## src/rtl/gcd_lcm_engine.sv

```systemverilog
// -----------------------------------------------------------------------------
// gcd_lcm_engine
//
// Purpose:
//   Iterative GCD / LCM engine. The GCD uses the binary (Stein) algorithm. The
//   LCM is computed as (in1 / gcd) * in2. A restoring divider and a shift-add
//   multiplier each take exactly WIDTH cycles.
//
// Ports:
//   clk   in   1        rising-edge clock for all state
//   rst   in   1        synchronous active-high reset; aborts any operation
//   GO    in   1        start request, sampled only while idle
//   mode  in   1        0 = GCD, 1 = LCM; latched on accept
//   in1   in   WIDTH    operand A; latched on accept
//   in2   in   WIDTH    operand B; latched on accept
//   out   out  2*WIDTH  result: zero-extended GCD, or full-precision LCM
//   done  out  1        result valid; held until the next accept or reset
//   busy  out  1        computation in progress
//   err   out  1        both operands were zero
// -----------------------------------------------------------------------------
module gcd_lcm_engine #(
    parameter int unsigned WIDTH = 16
) (
    input  logic                 clk,
    input  logic                 rst,
    input  logic                 GO,
    input  logic                 mode,
    input  logic [WIDTH-1:0]     in1,
    input  logic [WIDTH-1:0]     in2,
    output logic [2*WIDTH-1:0]   out,
    output logic                 done,
    output logic                 busy,
    output logic                 err
);

    localparam int unsigned CW = $clog2(WIDTH) + 1;

    typedef enum logic [2:0] {
        StIdle,
        StCheck,
        StShift,
        StReduce,
        StDiv,
        StMul
    } state_e;

    // State and datapath registers
    state_e             r_state;
    logic [WIDTH-1:0]   r_a;        // Stein A; dividend/quotient in DIV; multiplier in MUL
    logic [WIDTH-1:0]   r_b;
    logic [CW-1:0]      r_k;        // common power of two removed in SHIFT
    logic [CW-1:0]      r_cnt;      // DIV / MUL step counter
    logic               r_mode;
    logic [WIDTH-1:0]   r_in1;
    logic [WIDTH-1:0]   r_in2;
    logic [WIDTH-1:0]   r_g;        // GCD, used as divisor
    logic [WIDTH-1:0]   r_rem;      // divider partial remainder
    logic [2*WIDTH-1:0] r_acc;      // multiplier accumulator
    logic [2*WIDTH-1:0] r_mcand;    // multiplicand, shifted left each step
    logic               r_chk;      // second CHECK cycle
    logic               r_a_zero;
    logic               r_b_zero;
    logic [2*WIDTH-1:0] r_out;
    logic               r_done;
    logic               r_busy;
    logic               r_err;

    // Next-state values
    state_e             w_state_nxt;
    logic [WIDTH-1:0]   w_a_nxt;
    logic [WIDTH-1:0]   w_b_nxt;
    logic [CW-1:0]      w_k_nxt;
    logic [CW-1:0]      w_cnt_nxt;
    logic               w_mode_nxt;
    logic [WIDTH-1:0]   w_in1_nxt;
    logic [WIDTH-1:0]   w_in2_nxt;
    logic [WIDTH-1:0]   w_g_nxt;
    logic [WIDTH-1:0]   w_rem_nxt;
    logic [2*WIDTH-1:0] w_acc_nxt;
    logic [2*WIDTH-1:0] w_mcand_nxt;
    logic               w_chk_nxt;
    logic               w_a_zero_nxt;
    logic               w_b_zero_nxt;
    logic [2*WIDTH-1:0] w_out_nxt;
    logic               w_done_nxt;
    logic               w_busy_nxt;
    logic               w_err_nxt;

    // Datapath helpers
    logic [WIDTH-1:0]   w_g;
    logic [WIDTH-1:0]   w_a_minus_b;
    logic [WIDTH-1:0]   w_b_minus_a;
    logic [WIDTH:0]     w_trial;
    logic               w_trial_ge;
    logic [WIDTH-1:0]   w_trial_sub;
    logic [WIDTH-1:0]   w_quo_shift;
    logic [2*WIDTH-1:0] w_mul_sum;
    logic [2*WIDTH-1:0] w_mul_add;
    logic               w_last;

    assign w_g         = r_b << r_k;
    assign w_a_minus_b = r_a - r_b;
    assign w_b_minus_a = r_b - r_a;

    // Restoring divider step: bring down the next dividend bit from r_a's MSB.
    assign w_trial     = {r_rem, r_a[WIDTH-1]};
    assign w_trial_ge  = (w_trial >= {1'b0, r_g});
    // Remainder stays below the divisor, so the difference always fits WIDTH bits.
    assign w_trial_sub = w_trial[WIDTH-1:0] - r_g;
    assign w_quo_shift = {r_a[WIDTH-2:0], w_trial_ge};

    // Shift-add multiplier step: multiplier bits consumed LSB first from r_a.
    assign w_mul_sum   = r_acc + r_mcand;
    assign w_mul_add   = r_a[0] ? w_mul_sum : r_acc;

    assign w_last      = (r_cnt == CW'(WIDTH - 1));

    always_comb begin
        w_state_nxt  = r_state;
        w_a_nxt      = r_a;
        w_b_nxt      = r_b;
        w_k_nxt      = r_k;
        w_cnt_nxt    = r_cnt;
        w_mode_nxt   = r_mode;
        w_in1_nxt    = r_in1;
        w_in2_nxt    = r_in2;
        w_g_nxt      = r_g;
        w_rem_nxt    = r_rem;
        w_acc_nxt    = r_acc;
        w_mcand_nxt  = r_mcand;
        w_chk_nxt    = r_chk;
        w_a_zero_nxt = r_a_zero;
        w_b_zero_nxt = r_b_zero;
        w_out_nxt    = r_out;
        w_done_nxt   = r_done;
        w_busy_nxt   = r_busy;
        w_err_nxt    = r_err;

        case (r_state)
            StIdle: begin
                if (GO) begin
                    w_a_nxt     = in1;
                    w_b_nxt     = in2;
                    w_in1_nxt   = in1;
                    w_in2_nxt   = in2;
                    w_mode_nxt  = mode;
                    w_done_nxt  = 1'b0;
                    w_err_nxt   = 1'b0;
                    w_busy_nxt  = 1'b1;
                    w_chk_nxt   = 1'b0;
                    w_state_nxt = StCheck;
                end
            end

            StCheck: begin
                // Zero flags are registered in the first cycle so the wide
                // compares never sit in front of the result mux.
                if (!r_chk) begin
                    w_chk_nxt    = 1'b1;
                    w_a_zero_nxt = (r_a == '0);
                    w_b_zero_nxt = (r_b == '0);
                end else if (r_a_zero || r_b_zero) begin
                    w_out_nxt   = r_mode ? '0 : {{WIDTH{1'b0}}, r_a | r_b};
                    w_err_nxt   = r_a_zero && r_b_zero;
                    w_done_nxt  = 1'b1;
                    w_busy_nxt  = 1'b0;
                    w_state_nxt = StIdle;
                end else begin
                    w_k_nxt     = '0;
                    w_state_nxt = StShift;
                end
            end

            StShift: begin
                if (!r_a[0] && !r_b[0]) begin
                    w_a_nxt = r_a >> 1;
                    w_b_nxt = r_b >> 1;
                    w_k_nxt = r_k + CW'(1);
                end else begin
                    w_state_nxt = StReduce;
                end
            end

            StReduce: begin
                if (r_a == '0) begin
                    if (!r_mode) begin
                        w_out_nxt   = {{WIDTH{1'b0}}, w_g};
                        w_done_nxt  = 1'b1;
                        w_busy_nxt  = 1'b0;
                        w_state_nxt = StIdle;
                    end else begin
                        w_g_nxt     = w_g;
                        w_a_nxt     = r_in1;
                        w_rem_nxt   = '0;
                        w_cnt_nxt   = '0;
                        w_state_nxt = StDiv;
                    end
                end else if (!r_a[0]) begin
                    w_a_nxt = r_a >> 1;
                end else if (!r_b[0]) begin
                    w_b_nxt = r_b >> 1;
                end else if (r_a >= r_b) begin
                    w_a_nxt = w_a_minus_b >> 1;
                end else begin
                    w_b_nxt = w_b_minus_a >> 1;
                end
            end

            StDiv: begin
                w_rem_nxt = w_trial_ge ? w_trial_sub : w_trial[WIDTH-1:0];
                w_a_nxt   = w_quo_shift;
                w_cnt_nxt = r_cnt + CW'(1);
                if (w_last) begin
                    // r_a now holds the quotient and becomes the multiplier.
                    w_cnt_nxt   = '0;
                    w_acc_nxt   = '0;
                    w_mcand_nxt = {{WIDTH{1'b0}}, r_in2};
                    w_state_nxt = StMul;
                end
            end

            StMul: begin
                w_acc_nxt   = w_mul_add;
                w_mcand_nxt = r_mcand << 1;
                w_a_nxt     = r_a >> 1;
                w_cnt_nxt   = r_cnt + CW'(1);
                if (w_last) begin
                    w_out_nxt   = w_mul_add;
                    w_done_nxt  = 1'b1;
                    w_busy_nxt  = 1'b0;
                    w_state_nxt = StIdle;
                end
            end

            default: begin
                w_state_nxt = StIdle;
                w_busy_nxt  = 1'b0;
            end
        endcase
    end

    always_ff @(posedge clk) begin
        if (rst) begin
            r_state  <= StIdle;
            r_a      <= '0;
            r_b      <= '0;
            r_k      <= '0;
            r_cnt    <= '0;
            r_mode   <= 1'b0;
            r_in1    <= '0;
            r_in2    <= '0;
            r_g      <= '0;
            r_rem    <= '0;
            r_acc    <= '0;
            r_mcand  <= '0;
            r_chk    <= 1'b0;
            r_a_zero <= 1'b0;
            r_b_zero <= 1'b0;
            r_out    <= '0;
            r_done   <= 1'b0;
            r_busy   <= 1'b0;
            r_err    <= 1'b0;
        end else begin
            r_state  <= w_state_nxt;
            r_a      <= w_a_nxt;
            r_b      <= w_b_nxt;
            r_k      <= w_k_nxt;
            r_cnt    <= w_cnt_nxt;
            r_mode   <= w_mode_nxt;
            r_in1    <= w_in1_nxt;
            r_in2    <= w_in2_nxt;
            r_g      <= w_g_nxt;
            r_rem    <= w_rem_nxt;
            r_acc    <= w_acc_nxt;
            r_mcand  <= w_mcand_nxt;
            r_chk    <= w_chk_nxt;
            r_a_zero <= w_a_zero_nxt;
            r_b_zero <= w_b_zero_nxt;
            r_out    <= w_out_nxt;
            r_done   <= w_done_nxt;
            r_busy   <= w_busy_nxt;
            r_err    <= w_err_nxt;
        end
    end

    assign out  = r_out;
    assign done = r_done;
    assign busy = r_busy;
    assign err  = r_err;

endmodule
```

## config.mk

```make
export PLATFORM = sky130hd
export DESIGN_NAME = gcd_lcm_engine
export DESIGN_NICKNAME = d
export VERILOG_FILES = /design/src/rtl/gcd_lcm_engine.sv
export SDC_FILE = /design/constraint.sdc
export NUM_CORES = 1
export LEC_CHECK = 0
export ABC_AREA = 1
export CORE_UTILIZATION = 49
export CTS_CLUSTER_DIAMETER = 80
export DETAILED_ROUTE_END_ITERATION = 7
export PLACE_DENSITY = 0.67
export SYNTH_ARGS = -nofsm -noshare
export SYNTH_HDL_FRONTEND = slang
export SYNTH_SLANG_ARGS = --single-unit
```

## constraint.sdc

```tcl
create_clock -name clk -period 8.5 [get_ports clk]
set_clock_uncertainty 0.1 [all_clocks]
set_input_delay 0.85 -clock clk [delete_from_list [all_inputs] [get_ports clk]]
set_output_delay 0.85 -clock clk [all_outputs]
set_load 0.05 [all_outputs]
```

# After elaboration in Yosys (flattened, before gate mapping)
# Index checks and enable logic that the tools add are counted.
# W data, S select, Z words.
dict set report word_totals {
  ff_bits 212
  latch_bits 0
  mem_bits_rw 0
  mem_bits_ro 0
  input_bits 36
  output_inout_bits 35
  wordCells 157
  n_memories 0
}
dict set report op_classes {
  addsub 6
  multipliers 0
  div_mod_pow 0
  magnitude_cmp 2
  eq_ne 23
  shifts 1
  muxes 66
  n_bitwise 3
  n_reduce_logical 35
}
# op n
set ops {}
lappend ops {{$mux W16} 17}
lappend ops {{$mux W32} 8}
lappend ops {{$pmux W32 S2} 2}
lappend ops {{$pmux W32 S3} 1}
lappend ops {{$pmux W16 S5} 1}
lappend ops {{$pmux W16 S3} 1}
lappend ops {{$sub A16 B16 Y16} 3}
lappend ops {{$add A32 B32 Y32} 1}
lappend ops {{$logic_not A16 Y1} 2}
lappend ops {{$pmux W16 S2} 1}
lappend ops {{$mux W5} 6}
lappend ops {{$ne A2 B2 Y1 const B} 13}
lappend ops {{$reduce_and A6 Y1} 4}
lappend ops {{$mux W3} 7}
lappend ops {{$pmux W3 S6} 1}
lappend ops {{$ge A17 B16 Y1} 1}
lappend ops {{$ge A16 B16 Y1} 1}
lappend ops {{$or A16 B16 Y16} 1}
lappend ops {{$shl A16 B5 Y16} 1}
lappend ops {{$pmux W5 S3} 1}
lappend ops {{$mux W1} 14}
lappend ops {{$reduce_and A7 Y1} 2}
lappend ops {{$reduce_and A4 Y1} 3}
lappend ops {{$add A5 B1 Y5 const B} 2}
lappend ops {{other kinds (24)} 42}

# Logic depth before layout (Yosys ltp)
# Gate-level depths: netlist of the first run.
dict set report logic_depth {
  ltp_word 6
  mapped_depth 19
  depth_no_buf 18
}

# Least setup slack after synthesis of the first run
# OpenSTA, ideal clock, no wires.
dict set report synth_timing {
  path_kind {reg2reg}
  start {reg r_a[0]}
  end {reg r_b[5]}
  setup_ps 117
  t_arrival_ps 2536
  required_ps 8283
  path_slack_ps 5747
  stages_incl_launch_ff 18
  path_buffers 2
  synth_period_minus_slack_ps 2753
  cell_sequence {dfxtp_1 > clkinv_1 > clkbuf_1 > ha_1 > fa_1 > inv_1 > nand2_1 > nand2_1 > nand2_1 > nand2_1 > nand2_2 > nand3_4 > nand2_4 > o21ai_4 > inv_2 > buf_4 > o21ai_1 > a21oi_1}
}
dict set report synth_between {
  elab_chain_len 6
  elab_cells_between_ends 15
  cone_classes {1 x add/sub; 1 x order compare; 4 x eq/ne; 5 x mux; 4 x reduce/logical}
}
# element line_no
set synth_lines {}
lappend synth_lines {{start: declaration} 49} ;# logic [WIDTH-1:0] r_a;
lappend synth_lines {{start signal: assignment} 265} ;# r_a <= w_a_nxt;
lappend synth_lines {{$sub A16 B16 Y16} 103} ;# assign w_b_minus_a = r_b - r_a;
lappend synth_lines {{$mux W16} 202} ;# end else if (r_a >= r_b) begin
lappend synth_lines {{$mux W16} 200} ;# end else if (!r_b[0]) begin
lappend synth_lines {{$mux W16} 198} ;# end else if (!r_a[0]) begin
lappend synth_lines {{$mux W16} 185} ;# if (r_a == '0) begin
lappend synth_lines {{$pmux W16 S3} 139} ;# case (r_state)
lappend synth_lines {{end signal: assignment} 266} ;# r_b <= w_b_nxt;
lappend synth_lines {{end: declaration} 50} ;# logic [WIDTH-1:0] r_b;
# Several ways; a longest one is shown, not always the timed one. The select of a mux whose other input is x is not followed.
# A chain may end at the register's enable or synchronous reset.

# Worst setup path after layout of the first run
dict set report layout_timing {
  start {reg r_state[2]}
  end {reg r_a[15]}
}
dict set report layout_between {
  elab_chain_len 3
  elab_cells_between_ends 13
  cone_classes {9 x eq/ne; 1 x mux; 3 x reduce/logical}
}
# element line_no
set layout_lines {}
lappend layout_lines {{start: declaration} 48} ;# state_e r_state;
lappend layout_lines {{start signal: assignment} 244} ;# r_state <= StIdle;
lappend layout_lines {{start signal: assignment} 264} ;# r_state <= w_state_nxt;
lappend layout_lines {{$eq A3 B2 Y1 (tied with other cells)} 139}
lappend layout_lines {{$ne A4 B4 Y1 (no source line) (tied with other cells)} -}
lappend layout_lines {{$reduce_and A6 Y1 (no source line)} -}
# Several ways; a longest one is shown, not always the timed one.

==> metrics.md, run 1 <==
| Metric | Value |
|---|---|
| Clk slew on worst S/H paths | 60 ps |
| CTS Buf Count | 27 |
| Seq/Total Area, Yosys | 28.7% |
| Top Ports | 71 |
| Largest net degree at the start of global routing | 119 |
| Via count | 15.6k |
| Largest fanout on the critical path | 42 |
| Period utilization | 43.3% |
| Vias in the first global route | 14.3k |
| Asr flop ratio synth | 0% |
| Most common cell in the netlist | nand2_1 |
| Initial DRC Count | 1,506 |
| Crit Path Class | reg -> reg |
| Htree depth | 1 |
| Worst setup EP type | register |
| Largest cells by area after synthesis | dfxtp_1 (29%), nand2_1 (15%), a21oi_1 (9.5%), ha_1 (8.4%), o21ai_0 (8.1%) |
| CTS tree | built |
| Yosys warning count | 0 |
| Post-cts sizing count | 0 |
| Area of the mapped netlist | 14,800 um2 |
| Final min period | 3680 ps |
| Int Power | 3290 uW |
| Crit path launch type | register |
| I/O Buffers | 70 |
| Area of the multi-input gates | 9310 um2 |
| PD cells | 421 nW/um2 |
| Total global-route track usage | 33.3% |
| Tightest Hold Check Type | reg -> reg |
| P_leak | 0.00709 uW |
| FMAX | 272 MHz |
| # clock sinks | 212 |
| Fill cell count | 3,077 |
| Setup violators final | 0 |
| Hold Path Depth | 2 |
| Core Box Area | 29,600 um2 |
| Die Span Y | 176 um |
| Comb pwr share | 62.1% |
| Placement Cell Area | 15,600 um2 |
| Clock share of power | 16.6% |
| EDFF count, synth | 0 |
| Worst EP arrival | 3980 ps |
| Post-synth top area cell | dfxtp_1 |
| Full die area | 30,900 um2 |
| DP HPWL | 39.1 mm |
| Fin worst setup slack | 4820 ps |
| FF+latch count, synth | 212 |
| Slew margin rel. | 20.7% |
| Drc violations | 0 |
| Setup Buffers After CTS | 0 |
| Flop pwr share | 21.2% |
| Status | finished, final reports clean |
| First-pass GRT wire length | 80.9 mm |
| Worst-Margin Slew | 1190 ps |
| Final WL | 51.9 mm |
| WL per Instance | 19.0 um |
| Yosys cell types | 53 |
| Die W | 176 um |
| RSZ-0062 raised after global routing | no |
| Fraction of layout cells with a size suffix above 1 | 5.00% |
| # rows | 63 |
| Peak supply drop | 183 uV |
| Area share of the largest cell type after synthesis | 28.7% |
| CTS Hold Bufs | 0 |
| Syn nets | 2,446 |
| Max-capacitance violation count | 0 |
| Fin. Hold Viols | 0 |
| Vias/cell | 5.73 |
| Final net count | 2,457 |
| Reg2Reg Depth | 14 |
| GRT overflow | 0 |
| Final Instance Area | 16,500 um2 |
| Final number of max-transition violations | 0 |
| Final TNS setup | 0 ps |
| Layout area overhead | 11.7% |
| Starting Density | 49.9% |
| Critical path required time | 8800 ps |
| Top FF cell, synth | dfxtp_1 |
| Drt pass-1 iters | 6 |
| Worst slack at placement | 4910 ps |
| Final ANT Viol Nets | 0 |
| Syn Inst Count | 2,307 |
| FF+latch area | 4250 um2 |
| Post-synth top cells | nand2_1 (577), a21oi_1 (281), nor2_1 (241), o21ai_0 (238), dfxtp_1 (212) |
| Net Sw Power | 3660 uW |
| Clock Root Buffer | clkbuf_16 |
| Clock Tree Buf Depth | 3 |
| Switch share | 52.7% |
| RD Place Congestion | 0.992 |
| Worst skew pair latency | 550 ps |
| # diodes | 0 |
| Post-Syn Area per Cell | 6.41 um2 |
| Antenna violations before repair | 0 |
[path summary, 6_finish.rpt]
check                                end                     from  slack, ps
setup reg to reg    r_a[15]$_SDFFE_PP0P_  r_state[2]$_SDFFE_PP0P_       4820
hold / removal    r_in1[15]$_SDFFE_PP0P_   r_in1[15]$_SDFFE_PP0P_        360
hold reg to reg   r_in1[15]$_SDFFE_PP0P_   r_in1[15]$_SDFFE_PP0P_        360
setup / recovery    r_a[15]$_SDFFE_PP0P_  r_state[2]$_SDFFE_PP0P_       4820
[stage by stage]
| stage | hold slack, ps | util, % | instances | total power [uW] |
|---|---|---|---|---|
| 5_1_grt | 387 | 55.7 | 2728 | 7440 |
| 3_5_place_dp | 354 | 52.7 | 2679 | 5710 |
| 2_1_floorplan | 330 | - | 2307 | 4480 |
| 6_report | 365 | 55.7 | 2728 | 6950 |
| 3_3_place_gp | 347 | 52.7 | 2679 | 5720 |
| 4_1_cts | 364 | 55.7 | 2728 | 6880 |
[kinds of logic after synthesis]
group	Yosys count	synth area share [%]
flip-flops	212	28.7
XOR/XNOR	43	2.55
AND/OR/NAND/NOR	992	27.9
multiplexers	1	0.0677
AO/OA/AOI/OAI	644	23.5
buffers and inverters	312	8.35
adder cells (fa/ha/maj)	103	8.92
[metal layers]
layer	vias up	track usage [%]	wire length, um
li1	7683	-	-
met1	7243	45.1	23100
met2	581	53.5	23300
met3	112	3.57	3180
met4	0	14.6	2420
met5	-	0	0
[final cells by class]
class,count,area share [%]
Timing Repair Buffer,80,4.68
Inverter,214,4.88
Clock buffer,37,4.56
Clock inverter,12,0.819
Multi-Input combinational cell,1783,56.4
Sequential cell,212,25.7
Tap cell,390,2.96
[cell usage in the layout, fill, tap and decap left out, types with 4 or more instances in the layout]
cell             count
o21bai_1             9
a211oi_1            11
clkdlybuf4s50_1     69
o22ai_1             15
clkbuf_8             4
o211ai_1             8
fa_1                 4
dfxtp_1            211
buf_4               11
inv_2               14
clkbuf_1             6
clkbuf_16           27
nand2_2              4
a21oi_1            280
xor2_1              29
o21ai_0            238
clkinv_2             4
nand4_1             19
nor3_1              11
nand3_1             86
nor2_4               6
clkinv_1             4
o21ai_1             18
inv_1              195
o21a_1               6
nor2_1             240
nor4_1               9
or2_2               20
a31oi_1             24
o221ai_1            14
nor2_2               5
nand2_1            577
ha_1                99
xnor2_1             14
a21o_1               9
[state kept, by name (all words and copies together), names as in the netlist, 3 cells and up]
register,flops
r_rem,16
r_acc,32
out,32
r_mcand,32
r_b,16
r_cnt,5
r_k,5
r_in2,16
r_state,3
r_a,16
r_in1,16
r_g,16
[power groups by stage]
stage	Combinational, uW	Clock (uW)	Sequential, uW
finish	4320	1160	1470
global route	4740	1210	1500
global placement	4240	0	1480
detailed placement	4230	0	1480
floorplan	2860	0	1630
CTS	4250	1160	1470
[worst max-delay path, stage by stage (launching register included)]
cell and delay, ps:
dfxtp_1 370, inv_2 80, nor2_2 200, inv_2 100
nor2_4 120, buf_4 430, inv_2 470, nand2_2 210
nor3_1 90, nor3_4 310, nand2_4 220, inv_2 360
nand2_1 270, o21ai_0 140, nor2_1 50
No activity file was read; power rests on OpenSTA's default activity.
==> inputs of run 2 (changes only) <==
Settings changed: PLACE_DENSITY 0.67 to 0.7.
Clock period 8.5 ns to 3.04 ns, I/O delays scaled along.
==> metrics.md, run 2 (same netlist as run 1, synthesis figures left out) <==
| Metric | Value |
|---|---|
| Status | finished, final reports clean |
| RSZ-0062 raised after global routing | no |
| Setup violators final | 0 |
| FF+latch area | 4250 um2 |
| FMAX | 343 MHz |
| P_leak | 0.00741 uW |
| Final TNS setup | 0 ps |
| WL per Instance | 18.7 um |
| Peak supply drop | 600 uV |
| Post-layout util | 57.4% |
| PD cells | 1180 nW/um2 |
| Max-capacitance violation count | 0 |
| RD Place Congestion | 1.02 |
| Reg2Reg Depth | 13 |
| Worst r2r dst | r_b[12]$_SDFFE_PP0P_ |
| Initial DRC Count | 1,475 |
| Worst-Margin Slew | 1100 ps |
| I/O Buffers | 70 |
| Drc violations | 0 |
| Layout area overhead | 15.1% |
| Final min period | 2920 ps |
| Min-delay src | rst |
| Crit path launch type | register |
| Min Hold Slack | 148 ps |
| Full die area | 30,900 um2 |
| Worst EP arrival | 3280 ps |
| Worst path bufs/invs | 4 |
| Fin worst setup slack | 121 ps |
| Fin. Hold Viols | 0 |
| DP HPWL | 40.3 mm |
| Critical path required time | 3400 ps |
| Total global-route track usage | 33.7% |
| CTS tree | built |
| # clock sinks | 212 |
| CP max stage delay | 450 ps |
| Final number of max-transition violations | 0 |
| Core Box Area | 29,600 um2 |
| Tightest Hold Check Type | in -> reg |
| Final ANT Viol Nets | 0 |
| Final Power | 20,100 uW |
| Slew margin rel. | 26.4% |
| Post-cts sizing count | 0 |
| Via count | 15.8k |
| GRT overflow | 0 |
| Commonest non-fill, non-tap cell in the layout | nand2_1 |
| Slowest cell on crit path | dfxtp_2 |
| Antenna violations before repair | 0 |
| R2R Setup Slk | 120 ps |
| First-pass GRT wire length | 81.8 mm |
| Area of the multi-input gates | 9310 um2 |
| Crit Path Class | reg -> reg |
| Largest net degree at the start of global routing | 93 |
| Worst setup EP type | register |
| Final WL | 52.2 mm |
| Largest fanout on the critical path | 9 |
| CTS Hold Bufs | 0 |
| CP Cell Sequence | inv_1, ha_1, inv_1, a21oi_1, nand2_1, a21oi_2, buf_4, nand3_4, nor2_4, inv_2, o21ai_0, nand2_1, a21oi_1 |
| # diodes | 0 |
| Final net count | 2,522 |
| RR Startpoint | r_a[15]$_SDFFE_PP0P_ |
| Most frequent cells in the layout | nand2_1 (577), a21oi_1 (280), nor2_1 (240) |
| Clock Root Buffer | clkbuf_16 |
| Min-Delay Endpoint | r_mcand[11]$_SDFFE_PP0P_ |
| Crit path max-delay family | compound AO/OA/AOI/OAI gates |
| Die Span Y | 176 um |
| CTS Buf Count | 26 |
| Fill cell count | 2,960 |
| Starting Density | 49.9% |
| Fraction of layout cells with a size suffix above 1 | 7.54% |
| Worst slack at placement | 49.7 ps |
| Drt pass-1 iters | 6 |
| Clock Tree Buf Depth | 3 |
| Period utilization | 96.0% |
| Vias in the first global route | 14.9k |
| Die W | 176 um |
| Top Ports | 71 |
| Worst skew pair latency | 540 ps |
| Clk slew on worst S/H paths | 60 ps |
| Htree depth | 1 |
| Vias/cell | 5.68 |
| # rows | 63 |
| Setup Buffers After CTS | 0 |
| Hold Path Depth | 4 |
run 2: cell count changes in the layout (fill, tap and decap cells not counted):
cell,delta
buf_4,+66
bufinv_16,+2
clkbuf_1,-2
clkinv_4,-2
clkinvlp_4,-2
inv_6,+2
inv_8,-2
clkbuf_8,-1
dfxtp_1,-1
dfxtp_2,+1
run 2: per-layer routing:
layer | vias up | global-route usage, % | share of wire [%]
met5 | - | 0 | 0
met1 | 7294 | 44.9 | 44
met2 | 590 | 54.3 | 45
met3 | 148 | 3.33 | 5.7
li1 | 7806 | - | -
met4 | 0 | 16.3 | 5.3
run 2: worst max path at each step:
stage | cells after the start | slack, ps | startpoint | end
4_1_cts | 13 | 30 | r_a[15]$_SDFFE_PP0P_ | r_b[12]$_SDFFE_PP0P_
6_report | 13 | 120 | r_a[15]$_SDFFE_PP0P_ | r_b[12]$_SDFFE_PP0P_
5_1_grt | 13 | 10 | r_mcand[0]$_SDFFE_PP0P_ | r_acc[24]$_SDFFE_PP0P_
3_5_place_dp | 13 | 50 | r_a[15]$_SDFFE_PP0P_ | r_b[12]$_SDFFE_PP0P_
2_1_floorplan | 17 | 290 | r_a[0]$_SDFFE_PP0P_ | r_b[5]$_SDFFE_PP0P_
3_3_place_gp | 13 | 70 | r_a[15]$_SDFFE_PP0P_ | r_b[12]$_SDFFE_PP0P_
run 2: worst min-delay path: stages:
cell,delay (ps)
buf_4,90
inv_2,160
o21ai_0,130
a31oi_1,40
run 2: layout make-up:
class | count | share of cell area, %
multi-input cells | 1783 | 54.7
flip-flops and latches | 212 | 25.0
repair buffers | 146 | 7.46
inverters | 214 | 4.74
clock buffers | 34 | 4.30
well taps | 390 | 2.87
clock inverters | 10 | 0.927
run 2: stage by stage:
stage / instance area, um2 / cells
6_report: 17000 / 2789
5_1_grt: 17000 / 2789
4_1_cts: 17000 / 2789
3_5_place_dp: 16100 / 2745
3_3_place_gp: 16100 / 2745
2_1_floorplan: 14800 / 2307
run 2: where the power goes:
part	internal (uW)	switching, uW	leakage (uW)
logic	4390	8390	0.00524
clock network	2020	1250	0.000440
registers	3460	617	0.00173
total	9880	10300	0.00741
